[config.mk]
export PLATFORM = sky130hd
export DESIGN_NAME = multi_channel_up_down_counter
export DESIGN_NICKNAME = d
export VERILOG_FILES = /design/src/rtl/multi_channel_up_down_counter_pkg.sv /design/src/rtl/up_down_counter_ch.sv /design/src/rtl/multi_channel_up_down_counter.sv
export SDC_FILE = /design/constraint.sdc
export NUM_CORES = 1
export LEC_CHECK = 0
export ABC_CLOCK_PERIOD_IN_PS = 4500
export CAP_MARGIN = 20
export CORE_MARGIN = 2
export CORE_UTILIZATION = 50
export CTS_BUF_LIST = sky130_fd_sc_hd__clkbuf_4
export DETAILED_ROUTE_END_ITERATION = 8
export PLACE_DENSITY = 0.84
export SLEW_MARGIN = 30
export SYNTH_ARGS = -nofsm -noshare
export SYNTH_HDL_FRONTEND = slang
export SYNTH_SLANG_ARGS = --single-unit
[constraint.sdc]
create_clock -name clk -period 4.5 [get_ports clk]
set_clock_uncertainty 0.2 [all_clocks]
set_input_delay 0.9 -clock clk [delete_from_list [all_inputs] [get_ports clk]]
set_output_delay 0.9 -clock clk [all_outputs]
set_load 0.02 [all_outputs]
[src/rtl/multi_channel_up_down_counter_pkg.sv]
// Shared types and constants for the AXI slave response-path counter bank.
//   cnt_mode_t : per-channel counting direction (UP, DOWN, HOLD, RSVD)
//   TRUE/FALSE : single-bit boolean constants
package axi_slave_package;

   localparam logic TRUE  = 1'b1;
   localparam logic FALSE = 1'b0;

   typedef enum logic [1:0] {
      UP   = 2'd0,
      DOWN = 2'd1,
      HOLD = 2'd2,
      RSVD = 2'd3
   } cnt_mode_t;

endpackage

[src/rtl/up_down_counter_ch.sv]
// Single-channel up/down counter with runtime limit, saturate/wrap select,
// registered terminal-count pulse and sticky overflow flag.
// Ports:
//   clk, arst        : clock (rising edge), async active-low reset
//   ld, ld_val       : synchronous load (value clamped to lim)
//   lim              : runtime upper bound, legal counts are 0..lim
//   en, mode, wrap   : count enable, direction, 1 = wrap / 0 = saturate
//   ovf_clr          : clears the sticky overflow flag
//   count            : registered count
//   at_zero, at_lim  : combinational, gated by en
//   done             : one-cycle pulse when a counting step lands on the terminal value
//   ovf              : sticky wrap indicator
module up_down_counter_ch
   import axi_slave_package::*;
#(
   parameter int CNT_W          = 8,
   parameter bit DISABLE_CLEARS = TRUE
) (
   input  logic             clk,
   input  logic             arst,
   input  logic             ld,
   input  logic [CNT_W-1:0] ld_val,
   input  logic [CNT_W-1:0] lim,
   input  logic             en,
   input  cnt_mode_t        mode,
   input  logic             wrap,
   input  logic             ovf_clr,
   output logic [CNT_W-1:0] count,
   output logic             at_zero,
   output logic             at_lim,
   output logic             done,
   output logic             ovf
);

   localparam logic [CNT_W-1:0] ZERO_C = {CNT_W{1'b0}};
   localparam logic [CNT_W-1:0] ONE_C  = {{(CNT_W-1){1'b0}}, 1'b1};

   logic [CNT_W-1:0] count_r;
   logic             done_r;
   logic             ovf_r;

   logic [CNT_W-1:0] next_cnt_s;
   logic [CNT_W-1:0] term_s;
   logic             step_s;
   logic             wrap_evt_s;
   logic             done_nxt_s;
   logic             ovf_nxt_s;

   // Next-count selection: load, then enabled counting, then the disabled policy.
   always_comb begin
      next_cnt_s = count_r;
      step_s     = 1'b0;
      wrap_evt_s = 1'b0;
      if (ld) begin
         next_cnt_s = (ld_val > lim) ? lim : ld_val;
      end else if (en) begin
         case (mode)
            UP: begin
               step_s = 1'b1;
               // A limit that shrank under the count pulls it straight to lim.
               if (count_r > lim) begin
                  next_cnt_s = lim;
               end else if (count_r < lim) begin
                  next_cnt_s = count_r + ONE_C;
               end else if (wrap) begin
                  next_cnt_s = ZERO_C;
                  wrap_evt_s = 1'b1;
               end else begin
                  next_cnt_s = lim;
               end
            end
            DOWN: begin
               step_s = 1'b1;
               if (count_r > lim) begin
                  next_cnt_s = lim;
               end else if (count_r > ZERO_C) begin
                  next_cnt_s = count_r - ONE_C;
               end else if (wrap) begin
                  next_cnt_s = lim;
                  wrap_evt_s = 1'b1;
               end else begin
                  next_cnt_s = ZERO_C;
               end
            end
            default: begin
               next_cnt_s = count_r;
            end
         endcase
      end else if (DISABLE_CLEARS) begin
         next_cnt_s = ZERO_C;
      end else begin
         next_cnt_s = count_r;
      end
   end

   // Terminal pulse and sticky overflow next state.
   always_comb begin
      term_s     = (mode == DOWN) ? ZERO_C : lim;
      // Pulse on arrival at the terminal value; a wrap that lands on it
      // (only possible with lim == 0) also counts as an arrival.
      done_nxt_s = step_s & (next_cnt_s == term_s) &
                   ((count_r != term_s) | wrap_evt_s);
      if (wrap_evt_s) begin
         ovf_nxt_s = 1'b1;
      end else if (ovf_clr) begin
         ovf_nxt_s = 1'b0;
      end else begin
         ovf_nxt_s = ovf_r;
      end
   end

   // Channel state registers.
   always_ff @(posedge clk or negedge arst) begin
      if (!arst) begin
         count_r <= ZERO_C;
         done_r  <= 1'b0;
         ovf_r   <= 1'b0;
      end else begin
         count_r <= next_cnt_s;
         done_r  <= done_nxt_s;
         ovf_r   <= ovf_nxt_s;
      end
   end

   assign count   = count_r;
   assign done    = done_r;
   assign ovf     = ovf_r;
   assign at_zero = en & (count_r == ZERO_C);
   assign at_lim  = en & (count_r == lim);

endmodule

[src/rtl/multi_channel_up_down_counter.sv]
// Bank of NUM_CH independent up/down counters sharing clk/arst.
// Ports (channel i occupies bit i, or [i*CNT_W +: CNT_W], or [i*2 +: 2]):
//   clk, arst : clock, async active-low reset
//   ld, ld_val, lim, en, mode, wrap, ovf_clr : per-channel controls
//   count, at_zero, at_lim, done, ovf        : per-channel status
module multi_channel_up_down_counter
   import axi_slave_package::*;
#(
   parameter int NUM_CH         = 4,
   parameter int CNT_W          = 8,
   parameter bit DISABLE_CLEARS = 1'b1
) (
   input  logic                    clk,
   input  logic                    arst,
   input  logic [NUM_CH-1:0]       ld,
   input  logic [NUM_CH*CNT_W-1:0] ld_val,
   input  logic [NUM_CH*CNT_W-1:0] lim,
   input  logic [NUM_CH-1:0]       en,
   input  logic [NUM_CH*2-1:0]     mode,
   input  logic [NUM_CH-1:0]       wrap,
   input  logic [NUM_CH-1:0]       ovf_clr,
   output logic [NUM_CH*CNT_W-1:0] count,
   output logic [NUM_CH-1:0]       at_zero,
   output logic [NUM_CH-1:0]       at_lim,
   output logic [NUM_CH-1:0]       done,
   output logic [NUM_CH-1:0]       ovf
);

   for (genvar i = 0; i < NUM_CH; i++) begin : g_ch
      up_down_counter_ch #(
         .CNT_W          (CNT_W),
         .DISABLE_CLEARS (DISABLE_CLEARS)
      ) u_ch (
         .clk     (clk),
         .arst    (arst),
         .ld      (ld[i]),
         .ld_val  (ld_val[i*CNT_W +: CNT_W]),
         .lim     (lim[i*CNT_W +: CNT_W]),
         .en      (en[i]),
         .mode    (cnt_mode_t'(mode[i*2 +: 2])),
         .wrap    (wrap[i]),
         .ovf_clr (ovf_clr[i]),
         .count   (count[i*CNT_W +: CNT_W]),
         .at_zero (at_zero[i]),
         .at_lim  (at_lim[i]),
         .done    (done[i]),
         .ovf     (ovf[i])
      );
   end

endmodule

# After elaboration in Yosys (flattened, before gate mapping)
# Cells that the tools add are included.
dict set report totals {
  register_bits 40
  latchBits 0
  mem_bits_rw 0
  mem_bits_ro 0
  elab_cells 184
  memories 0
}
dict set report classes {
  add_sub_neg 8
  mul 0
  n_div 0
  magnitude_cmp 16
  eq_ne 16
  n_shift 0
  muxes 96
  bitwise_logic 20
  reduce_logical 16
}
# operator n
set op_table {}
lappend op_table {{two-way mux 8 bit} 40}
lappend op_table {{== test 8 bit} 8}
lappend op_table {{greater-than comparator 8 bit} 8}
lappend op_table {{case mux 8 bit (2 select lines)} 4}
lappend op_table {{two-way mux 1 bit} 48}
lappend op_table {{adder 8 x 1 -> 8 bit (second input constant)} 4}
lappend op_table {{greater-than comparator 8 x 1 -> 1 bit (second input constant)} 4}
lappend op_table {{zero test 8 bit} 4}
lappend op_table {{< comparator 8 bit} 4}
lappend op_table {{inequality test 8 bit} 4}
lappend op_table {{subtractor 8 x 1 -> 8 bit (second input constant)} 4}
lappend op_table {{AND 1 bit} 16}
lappend op_table {{== test 2 x 1 -> 1 bit (second input constant)} 4}
lappend op_table {{zero test 2 bit} 4}
lappend op_table {{case mux 1 bit (2 select lines)} 4}
lappend op_table {{nonzero test 2 bit} 4}
lappend op_table {{OR reduction 2 bit} 4}
lappend op_table {{OR 1 bit} 4}

# Logic depth before layout (Yosys ltp)
dict set report depth {
  depth_word 9
  depth_mapped 14
  ltp_nobuf 12
}

# Hierarchy
# A second synthesis with hierarchy kept.
dict set report unflattened {
  hier_cells 1164
  hier_area_um2 8687.1
}
# module instances cells_each area_each_um2 seq_area_each_um2
set modules_own_cells {}
lappend modules_own_cells {{up_down_counter_ch (g_ch[0].u_ch ...)} 3 294 2217.1 250.2}
lappend modules_own_cells {{up_down_counter_ch (g_ch[3].u_ch)} 1 282 2035.7 250.2}

# Worst setup path after synthesis
# Ideal clock, no wire load.
dict set report synth_path {
  path_kind {input-to-reg}
  startpoint {in lim[30]}
  endpoint {reg g_ch[3].u_ch.done_r}
  setup_time_ps 68
  t_arrival_ps 3710
  t_required_ps 4232
  path_slack_ps 522
  path_stages 13
  n_path_buf 2
  cell_sequence {clkbuf_1 > inv_1 > ha_1 > nand2_1 > o21a_1 > clkbuf_1 > a21oi_1 > or2_1 > and3_1 > o32a_1 > or4b_1 > o21ai_1 > and4_1}
}
dict set report synth_between {
  elab_chain_cells 9
  elab_cells_between_ends 25
  classes_between {order compare (3); eq/ne (2); mux (17); bitwise (3)}
}
# element line
set synth_lines {}
lappend synth_lines {{from (decl)} multi_channel_up_down_counter.sv:17} ;# input logic [NUM_CH*CNT_W-1:0] lim,
lappend synth_lines {{< comparator 8 bit} up_down_counter_ch.sv:63} ;# end else if (count_r < lim) begin
lappend synth_lines {{two-way mux 8 bit} up_down_counter_ch.sv:63}
lappend synth_lines {{two-way mux 8 bit} up_down_counter_ch.sv:61} ;# if (count_r > lim) begin
lappend synth_lines {{case mux 8 bit (2 select lines)} up_down_counter_ch.sv:57} ;# case (mode)
lappend synth_lines {{two-way mux 8 bit} up_down_counter_ch.sv:56} ;# end else if (en) begin
lappend synth_lines {{two-way mux 8 bit (*)} up_down_counter_ch.sv:54} ;# if (ld) begin
lappend synth_lines {{named net g_ch[3].u_ch.next_cnt_s[1]} up_down_counter_ch.sv:42} ;# logic [CNT_W-1:0] next_cnt_s;
lappend synth_lines {{== test 8 bit (*)} up_down_counter_ch.sv:101} ;# done_nxt_s = step_s & (next_cnt_s == term_s) &
lappend synth_lines {{AND 1 bit (*) (2 in series)} up_down_counter_ch.sv:101}
lappend synth_lines {{named net g_ch[3].u_ch.done_nxt_s} up_down_counter_ch.sv:46} ;# logic done_nxt_s;
lappend synth_lines {{to (signal assigned)} up_down_counter_ch.sv:120} ;# done_r <= done_nxt_s;
lappend synth_lines {{to (decl)} up_down_counter_ch.sv:39} ;# logic done_r;
# The timed path passes the listed nets; every way through them passes the cells marked *.
# A chain may end at the register's enable or synchronous reset.

# Worst setup path after layout
dict set report layout_path {
  startpoint {in lim[23]}
  endpoint {out at_lim[2]}
}
dict set report layout_between {
  elab_chain_cells 2
}
# element line
set layout_lines {}
lappend layout_lines {{== test 8 bit} up_down_counter_ch.sv:129} ;# assign at_lim = en & (count_r == lim);
lappend layout_lines {{AND 1 bit} up_down_counter_ch.sv:129}
lappend layout_lines {{to (decl)} multi_channel_up_down_counter.sv:24} ;# output logic [NUM_CH-1:0] at_lim,
# Every way passes these cells.

==> impl_metrics.toml <==
[placed_design]
io_buffer_count = 137
hpwl_um = 22980
pre_cts_slack_ns = 0.008696
gp_congestion = 1.029

[logic_synthesis]
synth_ff_type = "dfrtp_1"
synth_top_cells_by_area = "dfrtp_1, ha_1, a21oi_1"
synth_area_mm2 = 0.007991
ys_types = 86
synth_cells = 1120
synth-edff-count = 0
yosysWarnings = 0
synth_top_area_share_pct = 12.53
ys_ff_latch = 40
syn_nets = 1286
async_flop_share_pct = 100.0
seq_area_frac_synth_pct = 12.53
synth_top_cell_by_area = "dfrtp_1"
avgSynthCellArea_um2 = 7.135

[critical_path]
cp.depth = 8
cp-endpoint = "at_lim[2]"
cp_common_cell = "clkdlybuf4s50_1"
crit_start = "lim[23]"
path_buf_inv = 4
slowest_delay_ns = 0.60
crit_family = "buffers and inverters"
critical_path_arrival_ns = 3.24
rr_worst_depth = 10
startpoint_type = "primary input"
worstReg2RegStart = "g_ch[0].u_ch.count[2]"
end_kind = "output port"
worstPathMaxFanout = 5
criticalPathCategory = "primary input to output port"
regToRegEndpoint = "g_ch[0].u_ch.done"
cp_cell_sequence = "clkdlybuf4s50_1, inv_1, ha_1, nand4_1, nor2_1, buf_4, and2_1, clkdlybuf4s50_1"
regToRegSetupSlack_ns = 0.70
crit_slowest_cell = "clkdlybuf4s50_1"
required_ns = 3.40

[floorplanning]
num_rows = 46
initial_core_util_pct = 50.67
ioPinCount = 138
die_x_um = 130.4
die_h_um = 130.4
coreArea_mm2 = 0.01577
fp.dieArea_mm2 = 0.01701

[clocking]
cts_sinks = 40
postCtsSetupBuffers = 0
clockBufferDepth = 2
clk_latency_ns = 0.40
cts_buffers = 5
cts_tree = "yes"
cts_hold_buffers = 0
cts-root-buf = "clkbuf_4"
clkTransAtPathRegs_ns = 0.15
cts.repair.resized = 0
cts_htree_levels = 2

[sta]
rsz0062_at_grt = "false"
worst_pin_slew_ns = 0.7415
finalMaxSlewViolations = 0
final.period_utilization_pct = 96.48
setup_tns_ns = 0
min_period_ns = 4.342
fmaxAchievable_mhz = 230.3
setup_slack_ns = 0.1583
hold_viol = 0
setup_viol = 0
relSlewSlack_pct = 50.38

[outcome]
status = "complete, no violations"

[layout]
final_cell_mix = "clkdlybuf4s50_1, buf_4, nand2_1"
layout-drive-gt1-share_pct = 12.70
num-fill-cells = 1466
fin_nets = 1472
n_antenna_cell = 0
final_common_cell = "clkdlybuf4s50_1"
syn2layout_area_growth_pct = 27.79

[global_routing]
grt_first_pass_wirelength_um = 46030
antenna_found_initial = 0
grt-ovfl-total = 0
grt_pass1_vias = 8911
grt_start_max_net_pins = 41
grtUsageTotal_pct = 34.03

[power_and_ir_drop]
vdd_drop_max_uv = 135.8
p_leak_uw = 0.004337
p_per_area_mw_per_mm2 = 228.4

[run]
maxCapViolations = 0

[route]
finalWirelength_um = 29450
dr.pass1.iters = 6
via_per_inst = 6.359
drt_iter0_markers = 1155
ant_nets = 0
vias = 9685
drc = 0
wl_per_cell_um = 19.34

[worst_hold_path]
min_path_type = "primary input to async pin"
kinds of logic after synthesis:
group	Yosys count	synth area share [%]
AOI/OAI and AO/OA	365	30.56
xor gates and xnor gates	64	7.014
and+or+nand+nor	383	24.83
adders and majority gates	76	11.90
DFF	40	12.53
muxes	31	4.039
buffers and inverters	161	9.128
state kept, by name (all words and copies together), names as in the netlist:
name             cells
g_ch.u_ch.ovf        4
g_ch.u_ch.done       4
g_ch.u_ch.count     32
final cells by class:
class,count,area [um2],area share [%]
timing repair buffer,261,2300,22.52
tap,216,270.3,2.646
clock buffer,5,37.54,0.3676
inverter,79,296.5,2.904
clock inverter,3,46.29,0.4533
multi-input combinational,919,6261,61.31
sequential,40,1001,9.802
worst reg2reg max path: cells and delay by family (launching register included):
kind            cells  cell delay (ns)
compound gates      7             1.54
simple gates        2             0.83
flops               1             0.76
fa+ha+maj           1             0.38
cells in the mapped netlist (28+ instances only):
| cell type | number |
|---|---|
| a21oi_1 | 85 |
| nand4_1 | 33 |
| nand2_1 | 88 |
| nand3_1 | 42 |
| inv_1 | 78 |
| nor2_1 | 82 |
| a31oi_1 | 28 |
| clkbuf_1 | 46 |
| dfrtp_1 | 40 |
| xnor2_1 | 40 |
| o21ai_0 | 82 |
| ha_1 | 76 |
metal layers:
metal  wire length [um]  vias up  GRT usage (%)
met5                  0        -              0
met4                740        0          10.14
met3               2746       81          6.596
met2              13560      602          56.48
met1              12400     4439          45.06
li1                   -     4563              -
per-stage QoR:
stage	std cells	utilization, %	hold WS [ns]	area [um2]	total power (uW)
3_5_place_dp	1515	64.23	0.2720	10130	2024
4_1_cts	1523	64.76	0.2855	10210	2308
6_report	1523	64.76	0.2901	10210	2333
3_3_place_gp	1515	64.21	0.2664	10130	2006
2_1_floorplan	1120	-	0.2546	7991	1431
5_1_grt	1523	64.76	0.3156	10210	2492
worst min path at each step:
| stage | startpoint | end | cells past startpoint |
|---|---|---|---|
| 5_1_grt | arst | g_ch[1].u_ch.count[6] | 1 |
| 3_5_place_dp | g_ch[3].u_ch.ovf | g_ch[3].u_ch.ovf | 1 |
| 4_1_cts | arst | g_ch[0].u_ch.count[0] | 1 |
| 3_3_place_gp | g_ch[3].u_ch.ovf | g_ch[3].u_ch.ovf | 1 |
| 2_1_floorplan | g_ch[3].u_ch.ovf | g_ch[3].u_ch.ovf | 1 |
| 6_report | arst | g_ch[1].u_ch.count[6] | 1 |
where the power goes:
group / internal, uW / switching, uW
sequential: 398 / 116
combinational: 691 / 856
clock: 119 / 153
total: 1210 / 1120
(Power assumes the default switching activity.)
